==> src/rtl/peripheral_uart_rxfifo.sv <==
// rtl/peripheral_uart_rxfifo.sv - 8N1 UART receiver with 16-entry receive FIFO on the J1 I/O bus
module peripheral_uart_rxfifo #(
    parameter int CLK_FREQ = 100_000_000,
    parameter int BAUD     = 115200
) (
    input  logic        clk,
    input  logic        rst,
    input  logic [15:0] d_in,
    input  logic        cs,
    input  logic [3:0]  addr,
    input  logic        rd,
    input  logic        wr,
    output logic [15:0] d_out,
    input  logic        uart_rx,
    output logic        rx_avail
);
    localparam int DIV  = CLK_FREQ / BAUD;
    localparam int HALF = DIV / 2;
    localparam int CW   = $clog2(DIV + 1);
    localparam logic [CW-1:0] DIV_M1  = CW'(DIV - 1);
    localparam logic [CW-1:0] HALF_M1 = CW'(HALF - 1);

    typedef enum logic [1:0] {S_IDLE, S_START, S_DATA, S_STOP} state_t;

    state_t          state;
    logic [CW-1:0]   cnt;
    logic [2:0]      bit_idx;
    logic [7:0]      shift;
    logic            sync1, rxs, rxs_q;

    logic [7:0]      mem [16];
    logic [3:0]      wptr, rptr;
    logic [4:0]      count;
    logic            ovr, ferr;

    logic            full, empty;
    logic            stop_hit, push, ferr_set;
    logic            pop, flush, ovr_clr, ferr_clr;
    logic            do_push, ovr_set;
    logic            unused_d_in;

    assign full     = (count == 5'd16);
    assign empty    = (count == 5'd0);
    assign rx_avail = !empty;

    // The stop sample drives the FIFO directly so the byte lands on the same edge.
    assign stop_hit = (state == S_STOP) && (cnt == '0);
    assign push     = stop_hit && rxs;
    assign ferr_set = stop_hit && !rxs;

    assign pop      = cs && rd && (addr == 4'h0) && !empty;
    assign flush    = cs && wr && (addr == 4'h4) && d_in[0];
    assign ovr_clr  = cs && wr && (addr == 4'h4) && d_in[1];
    assign ferr_clr = cs && wr && (addr == 4'h4) && d_in[2];

    // A full FIFO still accepts a byte when a pop frees the head in the same cycle.
    assign do_push  = push && (!full || pop) && !flush;
    assign ovr_set  = push && full && !pop && !flush;

    assign unused_d_in = ^d_in[15:3];

    always_ff @(posedge clk) begin
        if (!rst) begin
            sync1   <= 1'b1;
            rxs     <= 1'b1;
            rxs_q   <= 1'b1;
            state   <= S_IDLE;
            cnt     <= '0;
            bit_idx <= 3'd0;
            shift   <= 8'h00;
        end else begin
            sync1 <= uart_rx;
            rxs   <= sync1;
            rxs_q <= rxs;
            case (state)
                S_IDLE: begin
                    if (rxs_q && !rxs) begin
                        cnt   <= HALF_M1;
                        state <= S_START;
                    end
                end
                S_START: begin
                    if (cnt == '0) begin
                        if (!rxs) begin
                            cnt     <= DIV_M1;
                            bit_idx <= 3'd0;
                            state   <= S_DATA;
                        end else begin
                            state <= S_IDLE;
                        end
                    end else begin
                        cnt <= cnt - 1'b1;
                    end
                end
                S_DATA: begin
                    if (cnt == '0) begin
                        shift[bit_idx] <= rxs;
                        cnt            <= DIV_M1;
                        if (bit_idx == 3'd7) begin
                            state <= S_STOP;
                        end else begin
                            bit_idx <= bit_idx + 3'd1;
                        end
                    end else begin
                        cnt <= cnt - 1'b1;
                    end
                end
                S_STOP: begin
                    if (cnt == '0) begin
                        state <= S_IDLE;
                    end else begin
                        cnt <= cnt - 1'b1;
                    end
                end
                default: state <= S_IDLE;
            endcase
        end
    end

    always_ff @(posedge clk) begin
        if (do_push) begin
            mem[wptr] <= shift;
        end
    end

    always_ff @(posedge clk) begin
        if (!rst) begin
            wptr  <= 4'd0;
            rptr  <= 4'd0;
            count <= 5'd0;
            ovr   <= 1'b0;
            ferr  <= 1'b0;
        end else begin
            if (flush) begin
                wptr  <= 4'd0;
                rptr  <= 4'd0;
                count <= 5'd0;
            end else begin
                if (do_push) wptr <= wptr + 4'd1;
                if (pop)     rptr <= rptr + 4'd1;
                count <= count + {4'd0, do_push} - {4'd0, pop};
            end
            if (ovr_set)       ovr <= 1'b1;
            else if (ovr_clr)  ovr <= 1'b0;
            if (ferr_set)      ferr <= 1'b1;
            else if (ferr_clr) ferr <= 1'b0;
        end
    end

    always_comb begin
        d_out = 16'h0000;
        case (addr)
            4'h0:    d_out = empty ? 16'h0000 : {8'h00, mem[rptr]};
            4'h2:    d_out = {7'b0, ferr, ovr, count, full, empty};
            default: d_out = 16'h0000;
        endcase
    end
endmodule

==> config.mk <==
export PLATFORM = sky130hd
export DESIGN_NAME = peripheral_uart_rxfifo
export DESIGN_NICKNAME = d
export VERILOG_FILES = /design/src/rtl/peripheral_uart_rxfifo.sv
export SDC_FILE = /design/constraint.sdc
export NUM_CORES = 1
export LEC_CHECK = 0
export BUFFER_PORTS_ARGS = -buffer_cell sky130_fd_sc_hd__buf_2
export CORE_MARGIN = 2
export CORE_UTILIZATION = 40
export CTS_CLUSTER_SIZE = 16
export DETAILED_ROUTE_END_ITERATION = 7
export HOLD_SLACK_MARGIN = 0.1
export PLACE_DENSITY = 0.55
export SLEW_MARGIN = 5
export SYNTH_ARGS = -nofsm -noshare
export SYNTH_HDL_FRONTEND = slang
export SYNTH_SLANG_ARGS = --single-unit
==> constraint.sdc <==
create_clock -name clk -period 12.1 [get_ports clk]
set_clock_uncertainty 0.15 [all_clocks]
set_input_delay 2.42 -clock clk [delete_from_list [all_inputs] [get_ports clk]]
set_output_delay 2.42 -clock clk [all_outputs]
set_load 0.05 [all_outputs]
==> results of run 1 <==
## registers in the layout (all words and copies together), names as in the netlist, 3 cells and up, named ones only
| register | cells |
|---|---|
| shift | 8 |
| mem | 128 |
| cnt | 10 |
| rptr | 4 |
| count | 5 |
| bit_idx | 3 |
| wptr | 4 |
## cells in the mapped netlist (4+ instances only)
master,instances
nand2_1,28
o21ai_0,23
nor3_1,12
inv_1,19
nor2b_1,8
mux4_2,32
a21oi_1,19
nand3b_1,6
xnor2_1,5
or4_1,5
clkbuf_1,14
or3_1,5
a221o_1,6
mux2i_1,12
nand3_1,13
dfxtp_1,45
edfxtp_1,128
ha_1,20
and3_1,5
buf_1,4
buf_4,7
nand2b_1,8
nor2_1,33
a31oi_1,4
## critical path, delay by kind of cell
kind	cells	cell delay (ns)
buffers and inverters	2	0.40
AOI/OAI and AO/OA	1	0.19
and+or+nand+nor	4	1.59
## worst max path at each step
stage / end / slack (ns) / cells after the start
finish: d_out[7] / 4.92 / 7
floorplan: d_out[1] / 5.02 / 4
global placement: d_out[6] / 4.97 / 7
detailed placement: d_out[7] / 4.92 / 7
CTS: d_out[7] / 4.91 / 7
global route: d_out[6] / 4.75 / 7
## layout make-up
cell class,count,area (um2)
clock buffers,18,439
clock inverters,14,121
fillers,1580,9790
inverters,21,78.8
multi-input cells,303,2530
flip-flops and latches,173,4750
well taps,229,287
repair buffers,29,163
## stage by stage
stage / instance area (um2) / utilization / hold slack (ns)
3_3_place_gp: 7800 / 0.430 / 0.244
3_5_place_dp: 7800 / 0.430 / 0.241
2_1_floorplan: 7480 / - / 0.236
4_1_cts: 8360 / 0.461 / 0.257
5_1_grt: 8360 / 0.461 / 0.294
6_report: 8360 / 0.461 / 0.256
## cell families (layout without fill, tap and decap cells)
logic type / Yosys count / after routing / synth area share
flip-flops: 173 / 173 / 0.636
AND/OR/NAND/NOR: 141 / 141 / 0.101
AO/OA/AOI/OAI: 81 / 81 / 0.0736
buffers and inverters: 49 / 82 / 0.0287
multiplexers: 45 / 45 / 0.114
adder cells (fa/ha/maj): 21 / 21 / 0.0362
XOR/XNOR: 8 / 8 / 0.00939
other: 1 / 7 / 0.000503
## metal layers
| metal | global-route usage | vias up | wire (um) |
|---|---|---|---|
| li1 | - | 2054 | - |
| met1 | 0.233 | 2187 | 7570 |
| met2 | 0.278 | 76 | 7770 |
| met3 | 0.0359 | 16 | 404 |
| met4 | 0.0495 | 0 | 214 |
| met5 | 0 | - | 0 |
## power by group
group	internal [mW]	leakage (nW)	switching, mW	total, mW
Combinational	0.0348	0.959	0.0689	0.104
Clock	0.277	0.286	0.242	0.519
Sequential	0.635	1.82	0.00849	0.644
==> out/metrics.yaml, run 1 <==
path_common_cell: "buf_2"
status: "completed"
crit_type: "input pin to output pin"
grt_setup_unrepaired: "no"
hold_depth: 1
synth_cell_types: 65
cp_data_arrival_time_ns: 4.61
min_period_ns: 7.18
n_antenna_cell: 0
cts.path.max_buffers: 2
area_growth_pct: 12.1
p_leak_nw: 3.06
die-area_um2: 19800
postCtsHoldBufs: 0
fmax_mhz: 139
synth_area_per_cell_um2: 14.4
drc_errors: 0
root_buffer: "clkbuf_16"
finalPower_mw: 1.27
firstDrtPassIters: 4
slew_viol_final: 0
ir_drop_uv: 108
grt-ovfl-total: 0
critPathMaxFanout: 10
dp.cells: 755
synth_top_area_frac: 0.515
ys_seq_area_frac: 0.636
antenna_found_initial: 0
fp-row-count: 49
start_util: 0.411
grt_first_pass_wirelength_um: 25000
rrSetupSlack_ns: 8.13
final_common_cell: "edfxtp_1"
cts_tree: "done"
cts_resized: 0
p_per_area_nw_per_um2: 152
path_clk_slew_ns: 0.07
via_per_inst: 5.51
ys.flop_type: "edfxtp_1"
synth_area_um2: 7460
grt_max_degree: 33
r2r-start: "cnt[0]"
ios: 43
min_from: "sync1"
htreeDepth: 4
synth_cells: 519
setup_viol: 0
cts_buffers: 17
start_kind: "input pin"
final_cell_mix: "128 x edfxtp_1, 44 x dfxtp_1, 33 x nor2_1"
core_um2: 18100
fin_tns_setup_ns: 0
cts_sinks: 173
required_ns: 9.53
hp-class: "flop to flop"
timing.rr.end: "count[4]"
layout-drive-gt1-share: 0.190
hold_viol_final: 0
fin_cells: 787
die_x_um: 141
dp_hpwl_um: 10600
wl_um: 16000
worst_slew_pin_slew_ns: 0.896
crit_path_end_kind: "output pin"
drtIter0Drc: 248
grt_pass1_vias: 4315
reg2regPathDepth: 14
gp_congestion: 0.828
cpPeakStageDelay_ns: 0.54
cap_violations: 0
worstPathCellList: "buf_2 -> or4_4 -> nor2_1 -> nand3_1 -> nor2b_1 -> a221o_1 -> buf_2"
min_to: "rxs"
synthTopCellsByArea: "edfxtp_1 52%, dfxtp_1 12%, mux4_2 9.7%, ha_1 3.4%, nor2_1 1.7%"
slowest_stage: "or4_4"
num_vias: 4333
ys_seq_elements: 173
finalWorstSetupSlack_ns: 4.92
place_ws_ns: 4.92
slew_headroom: 0.400
async_reset_ff_frac: 0
die_h_um: 141
critPathLaunch: "addr[1]"
yosysWarnings: 0
clk_latency_ns: 0.42
fin_nets: 592
post-cts-setup-buffer-count: 0
yosysTopAreaCell: "edfxtp_1"
grt_usage: 0.171
numPortBuffers: 22
fin_crit_sh: 0.593
wl_per_cell_um: 20.3
antenna_left: 0
synth_edf_count: 128
Note: power is estimated with default switching activity, not from simulation.
==> run 2, diff against run 1 <==
==> constraint.sdc (replaced) <==
create_clock -name clk -period 7.5 [get_ports clk]
set_clock_uncertainty 0.15 [all_clocks]
set_input_delay 1.5 -clock clk [delete_from_list [all_inputs] [get_ports clk]]
set_output_delay 1.5 -clock clk [all_outputs]
set_load 0.05 [all_outputs]
==> run 2 against run 1 <==
Wire length is essentially flat. Die area stayed put. Global-route usage is 0.053 points lower. Highest routed layer unchanged. Setup slack worse by 2.8 ns. Via count rose by 0.95%. Register-to-register slack got worse by 4.6 ns.
==> out/metrics.yaml, run 2 (synthesized netlist as in run 1, its figures left out) <==
cp_data_arrival_time_ns: 3.72
crit_path_end: "d_out[7]"
cp_top_family: "simple AND/OR/NAND/NOR gates"
required_ns: 5.85
grt_usage: 0.170
p_per_area_nw_per_um2: 241
die_x_um: 141
start_kind: "input pin"
wl_um: 16000
num_vias: 4374
n_antenna_cell: 0
layout-drive-gt1-share: 0.186
dp_hpwl_um: 10600
path_clk_slew_ns: 0.06
grt_pass1_vias: 4328
status: "completed"
fp-row-count: 49
postCtsHoldBufs: 0
numPortBuffers: 22
worst_slew_pin_slew_ns: 0.958
firstDrtPassIters: 5
slew_viol_final: 0
critPathMaxFanout: 10
final_common_cell: "edfxtp_1"
slew_headroom: 0.359
min_period_ns: 5.37
drc_errors: 0
hold_viol_final: 0
final_cell_mix: "128 x edfxtp_1, 44 x dfxtp_1, 33 x nor2_1"
die-area_um2: 19800
htreeDepth: 4
setup_viol: 0
crit_buf_inv: 2
cts.path.max_buffers: 2
drtIter0Drc: 221
reg2regPathDepth: 14
r2r-start: "cnt[0]"
fin_cells: 788
fin_tns_setup_ns: 0
start_util: 0.411
slowest_stage: "nor2_1"
root_buffer: "clkbuf_16"
hp-class: "flop to flop"
post-cts-setup-buffer-count: 0
timing.rr.end: "count[4]"
cts_tree: "done"
crit_type: "input pin to output pin"
grt_setup_unrepaired: "no"
cap_violations: 0
largest_reg_flops: 128
cts_resized: 0
ir_drop_uv: 183
crit_path_end_kind: "output pin"
cpPeakStageDelay_ns: 0.55
clk_latency_ns: 0.42
worstPathCellList: "buf_2 -> or4_4 -> nor2_1 -> nand3_1 -> nor2b_1 -> a221o_1 -> buf_2"
grt_first_pass_wirelength_um: 24900
dp.cells: 756
cts_sinks: 173
cts_buffers: 17
antenna_found_initial: 0
n_fill_cell: 1607
fin_crit_sh: 0.716
core_um2: 18100
fin_nets: 593
die_h_um: 141
ios: 43
wl_per_cell_um: 20.3
via_per_inst: 5.55
fmax_mhz: 186
path_common_cell: "buf_2"
critPathLaunch: "addr[1]"
cp.depth: 7
p_leak_nw: 3.02
gp_congestion: 0.831
grt_max_degree: 27
antenna_left: 0
rrSetupSlack_ns: 3.53
area_growth_pct: 11.9
grt-ovfl-total: 0
reg_top3: "mem (128), cnt (10), shift (8)"
largest-register: "mem"
[run 2: worst register-to-register path, stage by stage, from the launching register on]
cell,delay [ns]
dfxtp_1,0.32
inv_1,0.11
ha_1,0.17
nor3b_1,0.32
nand3_1,0.41
nor4_4,0.61
inv_2,0.15
ha_1,0.32
inv_1,0.04
ha_1,0.20
fa_1,0.41
a21oi_1,0.14
nor2_1,0.06
or3_1,0.35
a21oi_1,0.14
[run 2: area by class of cell]
type / count / area (um2) / area share
sequential: 173 / 4750 / 0.568
inverter: 21 / 78.8 / 0.00944
tap: 229 / 287 / 0.0343
clock buffer: 21 / 460 / 0.0552
timing repair buffer: 30 / 170 / 0.0204
multi-input combinational: 303 / 2520 / 0.302
clock inverter: 11 / 83.8 / 0.0100
[run 2: worst min-delay path by stage]
stage,from,to,slack [ns],depth (start not counted)
2_1_floorplan,sync1,rxs,0.24,1
3_3_place_gp,sync1,rxs,0.24,1
3_5_place_dp,sync1,rxs,0.25,1
4_1_cts,sync1,rxs,0.26,1
5_1_grt,sync1,rxs,0.27,1
6_report,sync1,rxs,0.26,1
[run 2: metal layers]
metal  up-vias  GRT usage  part of all wire
li1       2050          -                 -
met1      2234      0.227              0.45
met2        76      0.285              0.50
met3        14     0.0332             0.036
met4         0     0.0495             0.012
met5         -          0                 0
[run 2: power breakdown]
part / leakage, nW / switching, mW / total [mW] / internal, mW
clock network: 0.271 / 0.363 / 0.809 / 0.447
registers: 1.79 / 0.0140 / 1.04 / 1.03
logic: 0.960 / 0.110 / 0.166 / 0.0559
total: 3.02 / 0.487 / 2.02 / 1.53
[run 2: metrics by stage]
stage / power, mW / instance area [um2] / utilization / hold WS, ns / worst slack [ns]
after CTS: 2.03 / 8350 / 0.460 / 0.262 / 2.13
after floorplan: 1.18 / 7480 / - / 0.236 / 2.26
after detailed placement: 1.22 / 7800 / 0.430 / 0.247 / 2.14
after global placement: 1.22 / 7800 / 0.430 / 0.243 / 2.17
final: 2.02 / 8350 / 0.460 / 0.261 / 2.13
after global routing: 2.09 / 8350 / 0.460 / 0.274 / 2.01
==> run 3, diff against run 2 <==
==> constraint.sdc (replaced) <==
create_clock -name clk -period 5.2 [get_ports clk]
set_clock_uncertainty 0.15 [all_clocks]
set_input_delay 1.04 -clock clk [delete_from_list [all_inputs] [get_ports clk]]
set_output_delay 1.04 -clock clk [all_outputs]
set_load 0.05 [all_outputs]
==> run 3 against run 2 <==
Design area is 1.0% higher. Register-to-register slack worse by 2.3 ns. Global-route usage is 0.18 points higher. Sequential power is 44% higher. Clock power is 61% higher. Highest routed layer unchanged. Setup slack worse by 1.1 ns. Die area stayed put. Utilization is 0.48 points higher.
==> out/metrics.yaml, run 3 (synthesized netlist as in run 1, its figures left out) <==
status: "completed"
required_ns: 4.01
timing.rr.end: "count[4]"
grt_first_pass_wirelength_um: 25100
final_common_cell: "edfxtp_1"
numPortBuffers: 22
path_clk_slew_ns: 0.07
rrSetupSlack_ns: 1.21
grt-ovfl-total: 0
wl_per_cell_um: 20.3
grt_max_degree: 33
start_kind: "flop"
largest-register: "mem"
finalWorstSetupSlack_ns: 1.02
fin_tns_setup_ns: 0
fp-row-count: 49
cts_tree: "done"
finalPower_mw: 3.04
grt_setup_unrepaired: "no"
slew_viol_final: 0
start_util: 0.411
hold_depth: 1
reg_top3: "mem (128), cnt (10), shift (8)"
gp_congestion: 0.836
firstDrtPassIters: 5
final_core_utilization: 0.465
p_per_area_nw_per_um2: 360
drtIter0Drc: 309
fin_cells: 790
hold_viol_final: 0
fmax_mhz: 239
min_to: "rxs"
min_period_ns: 4.18
fin_crit_sh: 0.805
die-area_um2: 19800
place_ws_ns: 0.598
cp_data_arrival_time_ns: 2.99
cts_buffers: 17
final_cell_mix: "128 x edfxtp_1, 44 x dfxtp_1, 33 x nor2_1"
antenna_found_initial: 0
layout-drive-gt1-share: 0.193
hp-class: "flop to flop"
die_x_um: 141
reg2regPathDepth: 14
cts_resized: 0
crit_path_end_kind: "output pin"
grt_usage: 0.172
r2r-start: "cnt[0]"
setup_viol: 0
ir_drop_uv: 247
n_antenna_cell: 0
largest_reg_flops: 128
ios: 43
postCtsHoldBufs: 0
worst_slew_pin_slew_ns: 0.877
num_vias: 4380
die_h_um: 141
via_per_inst: 5.54
p_leak_nw: 3.11
dp_hpwl_um: 10700
min_from: "sync1"
cts_sinks: 173
wl_um: 16100
root_buffer: "clkbuf_16"
htreeDepth: 4
area_growth_pct: 13.1
cap_violations: 0
cts.path.max_buffers: 2
critPathMaxFanout: 32
dp.cells: 758
core_um2: 18100
grt_pass1_vias: 4443
clk_latency_ns: 0.43
crit_type: "flop to output pin"
antenna_left: 0
drc_errors: 0
fin_nets: 595
slew_headroom: 0.413
post-cts-setup-buffer-count: 0
[run 3: cell count changes in the layout (fill, tap and decap cells not counted)]
cell,before,now
inv_8,1,2
clkbuf_16,17,20
clkbuf_1,2,0
clkinvlp_4,1,0
inv_4,1,2
buf_4,8,10
clkinv_4,1,0
bufinv_16,0,1
clkbuf_8,2,0
[run 3: layout make-up]
cell class | count | area (um2)
inverter | 21 | 78.8
fill | 1614 | 9710
sequential | 173 | 4750
timing repair buffer | 32 | 185
tap | 229 | 287
clock inverter | 12 | 115
multi-input combinational | 303 | 2520
clock buffer | 20 | 500
[run 3: worst max path at each step]
stage / startpoint / to
5_1_grt: cnt[0] / count[4]
4_1_cts: flop / d_out[2]
6_report: flop / d_out[3]
3_3_place_gp: addr[1] / count[4]
2_1_floorplan: addr[1] / d_out[1]
3_5_place_dp: addr[1] / count[4]
[run 3: where the power goes]
part	switching (mW)	total [mW]	leakage, nW	internal (mW)
clock	0.541	1.30	0.311	0.756
combinational	0.158	0.239	0.972	0.0805
sequential	0.0206	1.50	1.83	1.48
total	0.720	3.04	3.11	2.32
[run 3: stage by stage]
stage / hold slack, ns / instance area (um2)
after floorplan: 0.236 / 7480
after global placement: 0.245 / 7820
after detailed placement: 0.247 / 7820
after CTS: 0.262 / 8430
after global routing: 0.293 / 8430
final: 0.258 / 8430
[run 3: routing by layer]
layer / track usage / share of wire
met5: 0 / 0
met1: 0.226 / 0.44
met2: 0.286 / 0.50
met4: 0.0589 / 0.014
met3: 0.0359 / 0.044
[run 3: critical path: stages, from the launching register on]
cell     delay [ns]
dfxtp_2        0.31
buf_4          0.48
mux4_2         0.62
mux2i_1        0.25
o21ai_0        0.27
a221o_1        0.40
buf_2          0.22
